==> src/rtl/snitch_pkg.sv <==
// Shared types for the Snitch request ordering controller.
package snitch_pkg;

    typedef enum logic [1:0] {
        IDLE   = 2'd0,
        ACTIVE = 2'd1,
        DRAIN  = 2'd2,
        FULL   = 2'd3
    } order_state_e;

    localparam int PerfWidth = 32;

endpackage

==> src/rtl/snitch_demux_order_ctrl_if.sv <==
// Request/response handshake bundle between core, ordering controller and demux.
interface snitch_demux_order_ctrl_if #(
    parameter int NrOutput = 2
);
    localparam int SelWidth = $clog2(NrOutput);

    logic                in_valid_i;
    logic                in_ready_o;
    logic [SelWidth-1:0] in_sel_i;
    logic                out_valid_o;
    logic                out_ready_i;
    logic                resp_valid_i;
    logic                resp_ready_i;
    logic [NrOutput-1:0] resp_mask_o;

    modport master (
        output in_valid_i, in_sel_i, out_ready_i, resp_valid_i, resp_ready_i,
        input  in_ready_o, out_valid_o, resp_mask_o
    );

    modport slave (
        input  in_valid_i, in_sel_i, out_ready_i, resp_valid_i, resp_ready_i,
        output in_ready_o, out_valid_o, resp_mask_o
    );

endinterface

==> src/rtl/snitch_outstanding_cnt.sv <==
// In-flight request counter: saturates at MaxOutstanding and raises a sticky
// error when a response arrives with nothing outstanding (count never wraps).
module snitch_outstanding_cnt #(
    parameter int MaxOutstanding = 8,
    localparam int CntWidth = $clog2(MaxOutstanding + 1)
) (
    input  logic                clk_i,
    input  logic                rst_ni,
    input  logic                i_inc,
    input  logic                i_dec,
    output logic [CntWidth-1:0] o_cnt,
    output logic [CntWidth-1:0] o_cnt_next,
    output logic                o_err
);
    localparam logic [CntWidth-1:0] CntMax = CntWidth'(MaxOutstanding);

    logic [CntWidth-1:0] r_cnt;
    logic [CntWidth-1:0] w_cnt_next;
    logic                r_err;
    logic                w_underflow;

    assign w_underflow = i_dec && (r_cnt == '0);

    always_comb begin
        w_cnt_next = r_cnt;
        if (i_inc && !i_dec && (r_cnt != CntMax)) begin
            w_cnt_next = r_cnt + CntWidth'(1);
        end else if (i_dec && !i_inc && !w_underflow) begin
            w_cnt_next = r_cnt - CntWidth'(1);
        end
    end

    always_ff @(posedge clk_i or negedge rst_ni) begin
        if (!rst_ni) begin
            r_cnt <= '0;
            r_err <= 1'b0;
        end else begin
            r_cnt <= w_cnt_next;
            r_err <= r_err | w_underflow;
        end
    end

    assign o_cnt      = r_cnt;
    assign o_cnt_next = w_cnt_next;
    assign o_err      = r_err;

endmodule

==> src/rtl/snitch_demux_order_ctrl.sv <==
// Keeps all outstanding requests on a single demux output so the fixed-priority
// response merger can never reorder responses; also limits depth and counts drain stalls.
module snitch_demux_order_ctrl
    import snitch_pkg::*;
#(
    parameter int NrOutput = 2,
    parameter int MaxOutstanding = 8,
    localparam int CntWidth = $clog2(MaxOutstanding + 1),
    localparam int SelWidth = $clog2(NrOutput)
) (
    input  logic                       clk_i,
    input  logic                       rst_ni,
    snitch_demux_order_ctrl_if.slave   bus,
    input  logic                       clear_perf_i,
    output logic                       busy_o,
    output logic                       err_o,
    output logic [PerfWidth-1:0]       perf_drain_stall_o
);
    localparam logic [CntWidth-1:0] CntMax = CntWidth'(MaxOutstanding);

    order_state_e         r_state;
    order_state_e         w_state_next;
    logic [SelWidth-1:0]  r_sel;
    logic [PerfWidth-1:0] r_perf;
    logic [CntWidth-1:0]  w_cnt;
    logic [CntWidth-1:0]  w_cnt_next;
    logic                 w_pass;
    logic                 w_accept;
    logic                 w_resp;
    logic                 w_conflict;

    // The pass decision uses only registered state, so a response can never
    // combinationally unblock a request in the same cycle.
    assign w_pass     = (w_cnt == '0) | ((bus.in_sel_i == r_sel) & (w_cnt != CntMax));
    assign w_accept   = bus.in_valid_i & bus.out_ready_i & w_pass;
    assign w_resp     = bus.resp_valid_i & bus.resp_ready_i;
    assign w_conflict = bus.in_valid_i & (bus.in_sel_i != r_sel);

    assign bus.out_valid_o = bus.in_valid_i & w_pass;
    assign bus.in_ready_o  = bus.out_ready_i & w_pass;
    assign bus.resp_mask_o = (w_cnt != '0) ? (NrOutput'(1) << r_sel) : '0;

    snitch_outstanding_cnt #(
        .MaxOutstanding (MaxOutstanding)
    ) u_cnt (
        .clk_i      (clk_i),
        .rst_ni     (rst_ni),
        .i_inc      (w_accept),
        .i_dec      (w_resp),
        .o_cnt      (w_cnt),
        .o_cnt_next (w_cnt_next),
        .o_err      (err_o)
    );

    always_ff @(posedge clk_i or negedge rst_ni) begin
        if (!rst_ni) begin
            r_sel   <= '0;
            r_state <= IDLE;
        end else begin
            if (w_accept) begin
                r_sel <= bus.in_sel_i;
            end
            r_state <= w_state_next;
        end
    end

    // Empty and full override the per-state transitions.
    always_comb begin
        w_state_next = r_state;
        case (r_state)
            IDLE:    if (w_accept)            w_state_next = ACTIVE;
            ACTIVE:  if (w_conflict)          w_state_next = DRAIN;
            DRAIN:   if (!w_conflict)         w_state_next = ACTIVE;
            FULL:    if (w_resp && !w_accept) w_state_next = ACTIVE;
            default:                          w_state_next = IDLE;
        endcase
        if (w_cnt_next == '0) begin
            w_state_next = IDLE;
        end else if (w_cnt_next == CntMax) begin
            w_state_next = FULL;
        end
    end

    always_ff @(posedge clk_i or negedge rst_ni) begin
        if (!rst_ni) begin
            r_perf <= '0;
        end else if (clear_perf_i) begin
            r_perf <= '0;
        end else if ((r_state == DRAIN) && (r_perf != '1)) begin
            r_perf <= r_perf + PerfWidth'(1);
        end
    end

    assign busy_o             = (r_state != IDLE);
    assign perf_drain_stall_o = r_perf;

    a_sel_range: assert property (@(posedge clk_i) disable iff (!rst_ni)
        bus.in_valid_i |-> (int'(bus.in_sel_i) < NrOutput));

    a_valid_stable: assert property (@(posedge clk_i) disable iff (!rst_ni)
        (bus.in_valid_i && !bus.in_ready_o) |=> bus.in_valid_i);

    a_cnt_bound: assert property (@(posedge clk_i) disable iff (!rst_ni)
        w_cnt <= CntMax);

endmodule

==> src/flat_wrapper.sv <==
// flat-port wrapper written by rule: the top's interface ports become plain ports
module snitch_demux_order_ctrl_flat import snitch_pkg::*;
#(
    parameter int NrOutput = 2,
    parameter int MaxOutstanding = 8,
    localparam int CntWidth = $clog2(MaxOutstanding + 1),
    localparam int SelWidth = $clog2(NrOutput)
)
  (clk_i, rst_ni, clear_perf_i, busy_o, err_o, perf_drain_stall_o, bus_in_valid_i, bus_in_sel_i, bus_out_ready_i, bus_resp_valid_i, bus_resp_ready_i, bus_in_ready_o, bus_out_valid_o, bus_resp_mask_o);
  snitch_demux_order_ctrl_if #(.NrOutput(NrOutput)) bus_i ();
  input  logic clk_i;
  input  logic rst_ni;
  input  logic clear_perf_i;
  output logic busy_o;
  output logic err_o;
  output logic [PerfWidth-1:0] perf_drain_stall_o;
  input wire logic [$bits(bus_i.in_valid_i)-1:0] bus_in_valid_i;
  input wire logic [$bits(bus_i.in_sel_i)-1:0] bus_in_sel_i;
  input wire logic [$bits(bus_i.out_ready_i)-1:0] bus_out_ready_i;
  input wire logic [$bits(bus_i.resp_valid_i)-1:0] bus_resp_valid_i;
  input wire logic [$bits(bus_i.resp_ready_i)-1:0] bus_resp_ready_i;
  output wire logic [$bits(bus_i.in_ready_o)-1:0] bus_in_ready_o;
  output wire logic [$bits(bus_i.out_valid_o)-1:0] bus_out_valid_o;
  output wire logic [$bits(bus_i.resp_mask_o)-1:0] bus_resp_mask_o;
  assign bus_i.in_valid_i = bus_in_valid_i;
  assign bus_i.in_sel_i = bus_in_sel_i;
  assign bus_i.out_ready_i = bus_out_ready_i;
  assign bus_i.resp_valid_i = bus_resp_valid_i;
  assign bus_i.resp_ready_i = bus_resp_ready_i;
  assign bus_in_ready_o = bus_i.in_ready_o;
  assign bus_out_valid_o = bus_i.out_valid_o;
  assign bus_resp_mask_o = bus_i.resp_mask_o;
  snitch_demux_order_ctrl #(.NrOutput(NrOutput), .MaxOutstanding(MaxOutstanding)) u_core (.clk_i(clk_i), .rst_ni(rst_ni), .bus(bus_i), .clear_perf_i(clear_perf_i), .busy_o(busy_o), .err_o(err_o), .perf_drain_stall_o(perf_drain_stall_o));
endmodule
==> config.mk <==
export PLATFORM = sky130hd
export DESIGN_NAME = snitch_demux_order_ctrl_flat
export DESIGN_NICKNAME = d
export VERILOG_FILES = /design/src/rtl/snitch_pkg.sv /design/src/rtl/snitch_demux_order_ctrl_if.sv /design/src/rtl/snitch_outstanding_cnt.sv /design/src/rtl/snitch_demux_order_ctrl.sv /design/src/flat_wrapper.sv
export SDC_FILE = /design/constraint.sdc
export NUM_CORES = 1
export LEC_CHECK = 0
export CELL_PAD_IN_SITES_DETAIL_PLACEMENT = 1
export CELL_PAD_IN_SITES_GLOBAL_PLACEMENT = 2
export CORE_ASPECT_RATIO = 1.5
export CORE_UTILIZATION = 34
export CTS_CLUSTER_DIAMETER = 30
export CTS_CLUSTER_SIZE = 12
export DETAILED_ROUTE_END_ITERATION = 6
export HOLD_SLACK_MARGIN = 0.12
export MAX_ROUTING_LAYER = met4
export PLACE_DENSITY = 0.95
export SLEW_MARGIN = 20
export SYNTH_ARGS = -nofsm -noshare
export SYNTH_HDL_FRONTEND = slang
export SYNTH_SLANG_ARGS = --single-unit
==> constraint.sdc <==
create_clock -name clk_i -period 5.5 [get_ports clk_i]
set_clock_uncertainty 0.15 [all_clocks]
set_input_delay 0.55 -clock clk_i [delete_from_list [all_inputs] [get_ports clk_i]]
set_output_delay 0.55 -clock clk_i [all_outputs]
set_load 0.01 [all_outputs]
# Yosys cells after proc, flatten, opt, wreduce, memory -nomap -nowiden
# Cells that the tools add are included.
[word_totals]
mem_bits_ro = 0
regBits = 40
mem_bits_rw = 0
memories = 0
latch_bits = 0
wordCells = 58
inputBits = 8
out_inout_bits = 38
[classes]
n_bitwise = 9
n_eq_ne = 12
muxes = 12
shifts = 1
addsub = 3
n_reduce_logical = 16
n_mul = 0
div = 0
order_cmp = 0
[op_table]
columns = ["op", "count"]
rows = [
  ["32-bit two-way mux", 2],
  ["32-bit by 1-bit adder with 32-bit output (second input constant)", 1],
  ["32-bit != test (second input constant)", 1],
  ["2-bit two-way mux", 7],
  ["4-bit logical NOT", 2],
  ["4-bit two-way mux", 2],
  ["4-bit by 1-bit != test with 1-bit output (second input constant)", 2],
  ["4-bit != test (second input constant)", 2],
  ["2-bit case mux with 4 select lines", 1],
  ["1-bit AND", 7],
  ["1-bit logical AND", 6],
  ["4-bit by 1-bit adder with 4-bit output (second input constant)", 1],
  ["2-bit equality test (second input constant)", 2],
  ["4-bit equality test (second input constant)", 1],
  ["4-bit by 2-bit != test with 1-bit output (second input constant)", 1],
  ["4-bit AND reduction", 1],
  ["2-bit nonzero test", 2],
  ["4-bit nonzero test", 1],
  ["4-bit by 1-bit subtractor with 4-bit output (second input constant)", 1],
  ["1-bit logical NOT", 3],
  ["2-bit by 1-bit equality test with 1-bit output (second input constant)", 1],
  ["2-bit logical NOT", 1],
  ["1-bit OR", 2],
  ["1-bit by 1-bit << shifter with 2-bit output (first input constant)", 1],
  ["other kinds (2)", 2],
]

# Logic depth before layout (Yosys ltp)
[logic_depth]
depth_word = 12
mapped_depth = 9
ltp_nobuf = 8

# By module
# From an unflattened synthesis, not the netlist that was laid out.
[hier_totals]
cells_unflattened = 265
hier_area_um2 = 2411.1
[by_module_without_submodules]
columns = ["module", "seq_area_each_um2", "area_per_inst_um2", "instances", "cells_each"]
rows = [
  ["snitch_demux_order_ctrl", 875.8, 2015.7, 1, 225],
  ["snitch_outstanding_cnt", 125.1, 395.4, 1, 40],
]

# Least setup slack after synthesis
# OpenSTA, ideal clock, no wires.
[synth_timing]
path_type = "reg2reg"
startpoint = "register u_core.u_cnt.r_cnt[0], in the netlist u_core.u_cnt.o_cnt[0]"
endpoint = "register u_core.r_state[1]"
period_less_slack_ps = 2480
stages_incl_launch_ff = 10
setup_slack_ps = 3020
arrival_time_ps = 2203
t_required_ps = 5222
path_buffers = 1
setup_ps = 128
cell_sequence = "dfrtp_1 inv_1 ha_1 or3b_1 o21ai_1 and2_1 buf_2 mux2i_1 o211ai_1 mux2_1"
[synth_between]
elab_chain_len = 12
elab_cells_between_ends = 25
cone_classes = "2 x add/sub; 6 x eq/ne; 4 x mux; 3 x bitwise; 10 x reduce/logical"
[synth_rtl]
columns = ["element", "line", "rtl"]
rows = [
  ["start: declaration", "snitch_outstanding_cnt.sv:17", "logic [CntWidth-1:0] r_cnt;"],
  ["start signal: assignment", "snitch_outstanding_cnt.sv:38", "r_cnt <= w_cnt_next;"],
  ["4-bit != test", "snitch_outstanding_cnt.sv:26, snitch_demux_order_ctrl.sv:34", ""],
  ["1-bit AND", "snitch_demux_order_ctrl.sv:34", "assign w_pass = (w_cnt == '0) | ((bus.in_sel_i == r_sel) & (w_cnt != CntMax));"],
  ["1-bit OR", "snitch_demux_order_ctrl.sv:34", ""],
  ["1-bit AND", "snitch_demux_order_ctrl.sv:35", "assign w_accept = bus.in_valid_i & bus.out_ready_i & w_pass;"],
  ["1-bit logical NOT", "snitch_outstanding_cnt.sv:28, snitch_demux_order_ctrl.sv:74", ""],
  ["1-bit logical AND", "snitch_outstanding_cnt.sv:28, snitch_demux_order_ctrl.sv:74", ""],
  ["1-bit logical AND", "snitch_outstanding_cnt.sv:28", "end else if (i_dec && !i_inc && !w_underflow) begin"],
  ["4-bit two-way mux", "snitch_outstanding_cnt.sv:28", ""],
  ["4-bit two-way mux", "snitch_outstanding_cnt.sv:26", "if (i_inc && !i_dec && (r_cnt != CntMax)) begin"],
  ["4-bit equality test / 4-bit logical NOT (equally long branches)", "snitch_demux_order_ctrl.sv:79, snitch_demux_order_ctrl.sv:77", ""],
  ["4-bit != test (no line), or another cell as far along", "--", ""],
  ["4-bit AND reduction (no line) / 2-bit two-way mux (equally long branches)", "--", ""],
  ["end signal: assignment", "snitch_demux_order_ctrl.sv:63", "r_state <= w_state_next;"],
  ["end: declaration", "snitch_demux_order_ctrl.sv:21", "order_state_e r_state;"],
]
# Parallel ways exist; a longest one is shown, timed or not.
# A chain may end at the register's enable or synchronous reset.

# Final worst setup path
[layout_timing]
startpoint = "register u_core.u_cnt.r_cnt[1], in the netlist u_core.u_cnt.o_cnt[1]"
endpoint = "output port bus_in_ready_o"
[layout_between]
elab_chain_len = 4
elab_cells_between_ends = 5
cone_classes = "1 x eq/ne; 3 x bitwise; 1 x reduce/logical"
[layout_rtl]
columns = ["element", "line", "rtl"]
rows = [
  ["4-bit != test", "snitch_demux_order_ctrl.sv:34", ""],
  ["1-bit AND", "snitch_demux_order_ctrl.sv:34", ""],
  ["1-bit OR (*)", "snitch_demux_order_ctrl.sv:34", ""],
  ["1-bit AND (*)", "snitch_demux_order_ctrl.sv:40", "assign bus.in_ready_o = bus.out_ready_i & w_pass;"],
  ["end: declaration", "flat_wrapper.sv:22", "output wire logic [$bits(bus_i.in_ready_o)-1:0] bus_in_ready_o;"],
]
# Every way passes the cells marked *; elsewhere a longest branch is shown, timed or not.

==> out/results.ini <==
[detailed_routing]
drt_iter0_drc=115
post_drt_wl_per_cell_um=15.02
via_count=1968
dr_pass1_iterations=4
avgViaCountPerCell=5.392
wl_mm=5.481
drc=0
drtAntennaViolNets=0

[placed_design]
placement.io_buffers=45
pre_cts_slack_ns=2.591
globalplace.congestion=0.8260
total_instance_count_after_detailed_placement=357
detailed_place_hpwl_mm=4.069

[worst_setup_path]
crit_path_max_fanout=7
reg2reg_setup_slack_ns=2.69
arrival_ns=2.45
timing.critical_path.to_type=output port
critical_path.reg2reg.endpoint=u_core.r_state[1]
critPathLaunchType=flop
setup.worst_path.class=flop to output port
series_of_cell_instances_along_the_critical_path=inv_1, ha_1, or3b_1, o21ai_1, and2_1, clkdlybuf4s50_1
timing.critical_path.required_ns=4.80
worst_path_largest_cell_delay_ns=0.53
startpoint_of_the_worst_slack_reg_to_reg_timing_path=u_core.u_cnt.o_cnt[1]
reg2reg_depth=8
worst_path_max_delay_cell=sky130_fd_sc_hd__clkdlybuf4s50_1

[sta]
hold_viol=0
slew_headroom=0.3595
worst_pin_slew_ns=0.9482
layout_setup_ws_ns=2.348
grt_setup_unrepaired=no
report.final.slew_viol_count=0
timing.fmax_ghz=0.3172
fin_worst_hold_slack_ns=0.2278
final_number_of_setup_violating_endpoints=0
period_share=0.5732
setup_total_negative_slack_ns=0
fin_crit_ns=3.152

[flow_run]
maxCapViolations=0

[synth]
synth_top_cell_area_share=0.4422
yosysWarnings=0
most_common_flop_cell_mapped_by_yosys=sky130_fd_sc_hd__dfrtp_1
synth.cell_area_um2=2263
synthArstFlopShare=1.000
synth_edf_count=0
netlist.top_cell.by_area=sky130_fd_sc_hd__dfrtp_1
postSynthNetCount=253
synthCells=242
synthTopCellsByArea=sky130_fd_sc_hd__dfrtp_1 44%, sky130_fd_sc_hd__xor2_1 7.7%, sky130_fd_sc_hd__nor2_1 5.3%
seq_area_frac_synth=0.4422
synth_area_per_cell_um2=9.353
postSynthRegisterBits=40
post_synth_num_cell_types=49

[clocking]
cts.clk_slew.worst_paths_ns=0.08
tritoncts=yes
cts_max_path_buffers=2
postCtsHoldBufs=0
clockRootBuffer=sky130_fd_sc_hd__clkbuf_8
h_tree_lvl_count=2
postCtsSetupRepairBufs=0
cts_buffers=5
skew_pair_late_insertion_delay_ns=0.30
cts_resized=0
tritoncts_num_sinks=40

[grt]
gr-total-overflow=0
grt_first_pass_wirelength_mm=9.639
grt_pass1_vias=2088
grt_max_degree=41
grt_antenna_before_repair=0
globalRouteTotalUtil=0.1869

[floorplanning]
floorplan.rows=36
design.core.area_um2=6486
floorplan.die.height_um=101.9
start_util=0.3490
ios=46
dieWidth_um=68.62
die-area_um2=6994

[pwr]
cellLeakagePower_uw=0.001145
powerDensity_nw_per_um2=314.8
vdd_ir_drop_max_v=0.0001807

[status]
status=complete, no violations

[cells_and_area]
insertedDiodeCount=0
finish.cell_count_without_fillers=365
drive_above_1_share=0.07266
area_growth_pct=27.47
finish.net_count=299
filler_cell_count=777

[hold_path]
min-delay-path-class=input port to asynchronous set/reset pin

## sequential cells by signal (all words and copies together) (netlist names)
name	cells
u_core.r_sel	1
u_core.u_cnt.o_cnt	4
u_core.r_state	2
u_core.u_cnt.o_err	1
u_core.perf_drain_stall_o	32
## cells in the mapped netlist, types with 2 or more instances
master                     number
sky130_fd_sc_hd__a21oi_1        6
sky130_fd_sc_hd__a31oi_1        4
sky130_fd_sc_hd__and2_1         9
sky130_fd_sc_hd__and3_1         6
sky130_fd_sc_hd__buf_2          3
sky130_fd_sc_hd__clkbuf_1       3
sky130_fd_sc_hd__dfrtp_1       40
sky130_fd_sc_hd__ha_1           3
sky130_fd_sc_hd__inv_1          3
sky130_fd_sc_hd__mux2_2         2
sky130_fd_sc_hd__mux2i_1        2
sky130_fd_sc_hd__nand2_1       23
sky130_fd_sc_hd__nand2b_1       2
sky130_fd_sc_hd__nand3_1       11
sky130_fd_sc_hd__nand4_1       14
sky130_fd_sc_hd__nor2_1        32
sky130_fd_sc_hd__nor2b_1        4
sky130_fd_sc_hd__nor3_1         4
sky130_fd_sc_hd__o211ai_1       2
sky130_fd_sc_hd__o21ai_0        9
sky130_fd_sc_hd__o21ai_1        2
sky130_fd_sc_hd__or3_1          5
sky130_fd_sc_hd__xnor2_1        8
sky130_fd_sc_hd__xor2_1        20
## cell type report
cell class | instances | area (um^2) | area share
Clock inverter | 3 | 42.54 | 0.01474
Timing Repair Buffer | 46 | 452.9 | 0.1570
Inverter | 3 | 11.26 | 0.003903
Clock buffer | 5 | 68.82 | 0.02385
Sequential cell | 40 | 1001 | 0.3469
Tap cell | 76 | 95.09 | 0.03296
Multi-Input combinational cell | 192 | 1214 | 0.4206
## critical path: cells and delay by family (launching register included)
family                     cells  cell delay, ns
buffers and inverters          2            0.66
and+or+nand+nor                2            0.63
DFF                            1            0.44
adders and majority gates      1            0.22
AOI/OAI and AO/OA              1            0.21
## metrics by stage
| step | power [uW] | util | cell area [um^2] |
|---|---|---|---|
| final | 908.4 | 0.4448 | 2885 |
| after global routing | 971.9 | 0.4448 | 2885 |
| after CTS | 921.4 | 0.4448 | 2885 |
| after detailed placement | 676.5 | 0.4277 | 2774 |
| after global placement | 668.9 | 0.4277 | 2774 |
| after floorplan | 559.6 | - | 2263 |
## routing by layer
layer	track usage	routed length, um	vias to the layer above
li1	-	-	944
met1	0.1925	2168	967
met2	0.3363	3006	43
met3	0.03125	163	14
met4	0.08013	143	0
met5	-	0	-
## power breakdown
group / switching [uW] / internal (uW) / leakage, uW
sequential: 48.7 / 327 / 0.000541
combinational: 148 / 144 / 0.000550
clock: 106 / 134 / 0.0000541
total: 303 / 606 / 0.00115
## worst max-delay path by stage
stage / startpoint / to
after floorplan: u_core.u_cnt.o_cnt[0] / u_core.r_state[1]
after global placement: bus_in_sel_i / bus_out_valid_o
after detailed placement: bus_in_sel_i / bus_out_valid_o
after CTS: u_core.u_cnt.o_cnt[1] / bus_out_valid_o
after global routing: u_core.u_cnt.o_cnt[1] / bus_in_ready_o
final: u_core.u_cnt.o_cnt[1] / bus_in_ready_o
## cell families (layout without fill, tap and decap cells)
group | after synthesis | in the layout | share of synthesized area
compound gates | 34 | 34 | 0.09950
xor+xnor | 29 | 29 | 0.1155
fa+ha+maj | 3 | 3 | 0.01659
buf+inv | 10 | 57 | 0.02156
flops | 40 | 40 | 0.4422
mux | 5 | 5 | 0.02377
simple gates | 121 | 121 | 0.2808
## cells in the final DEF (no fill, tap or decap), types with 2 or more instances in the layout
| cell | n |
|---|---|
| sky130_fd_sc_hd__clkdlybuf4s50_1 | 44 |
| sky130_fd_sc_hd__dfrtp_1 | 40 |
| sky130_fd_sc_hd__nor2_1 | 32 |
| sky130_fd_sc_hd__nand2_1 | 23 |
| sky130_fd_sc_hd__xor2_1 | 20 |
| sky130_fd_sc_hd__nand4_1 | 14 |
| sky130_fd_sc_hd__nand3_1 | 11 |
| sky130_fd_sc_hd__and2_1 | 9 |
| sky130_fd_sc_hd__o21ai_0 | 9 |
| sky130_fd_sc_hd__xnor2_1 | 8 |
| sky130_fd_sc_hd__and3_1 | 6 |
| sky130_fd_sc_hd__a21oi_1 | 6 |
| sky130_fd_sc_hd__or3_1 | 5 |
| sky130_fd_sc_hd__clkbuf_8 | 5 |
| sky130_fd_sc_hd__nor2b_1 | 4 |
| sky130_fd_sc_hd__nor3_1 | 4 |
| sky130_fd_sc_hd__a31oi_1 | 4 |
| sky130_fd_sc_hd__inv_1 | 3 |
| sky130_fd_sc_hd__ha_1 | 3 |
| sky130_fd_sc_hd__o21ai_1 | 2 |
| sky130_fd_sc_hd__mux2i_1 | 2 |
| sky130_fd_sc_hd__o211ai_1 | 2 |
| sky130_fd_sc_hd__nand2b_1 | 2 |
| sky130_fd_sc_hd__mux2_2 | 2 |
(Power assumes the default switching activity.)
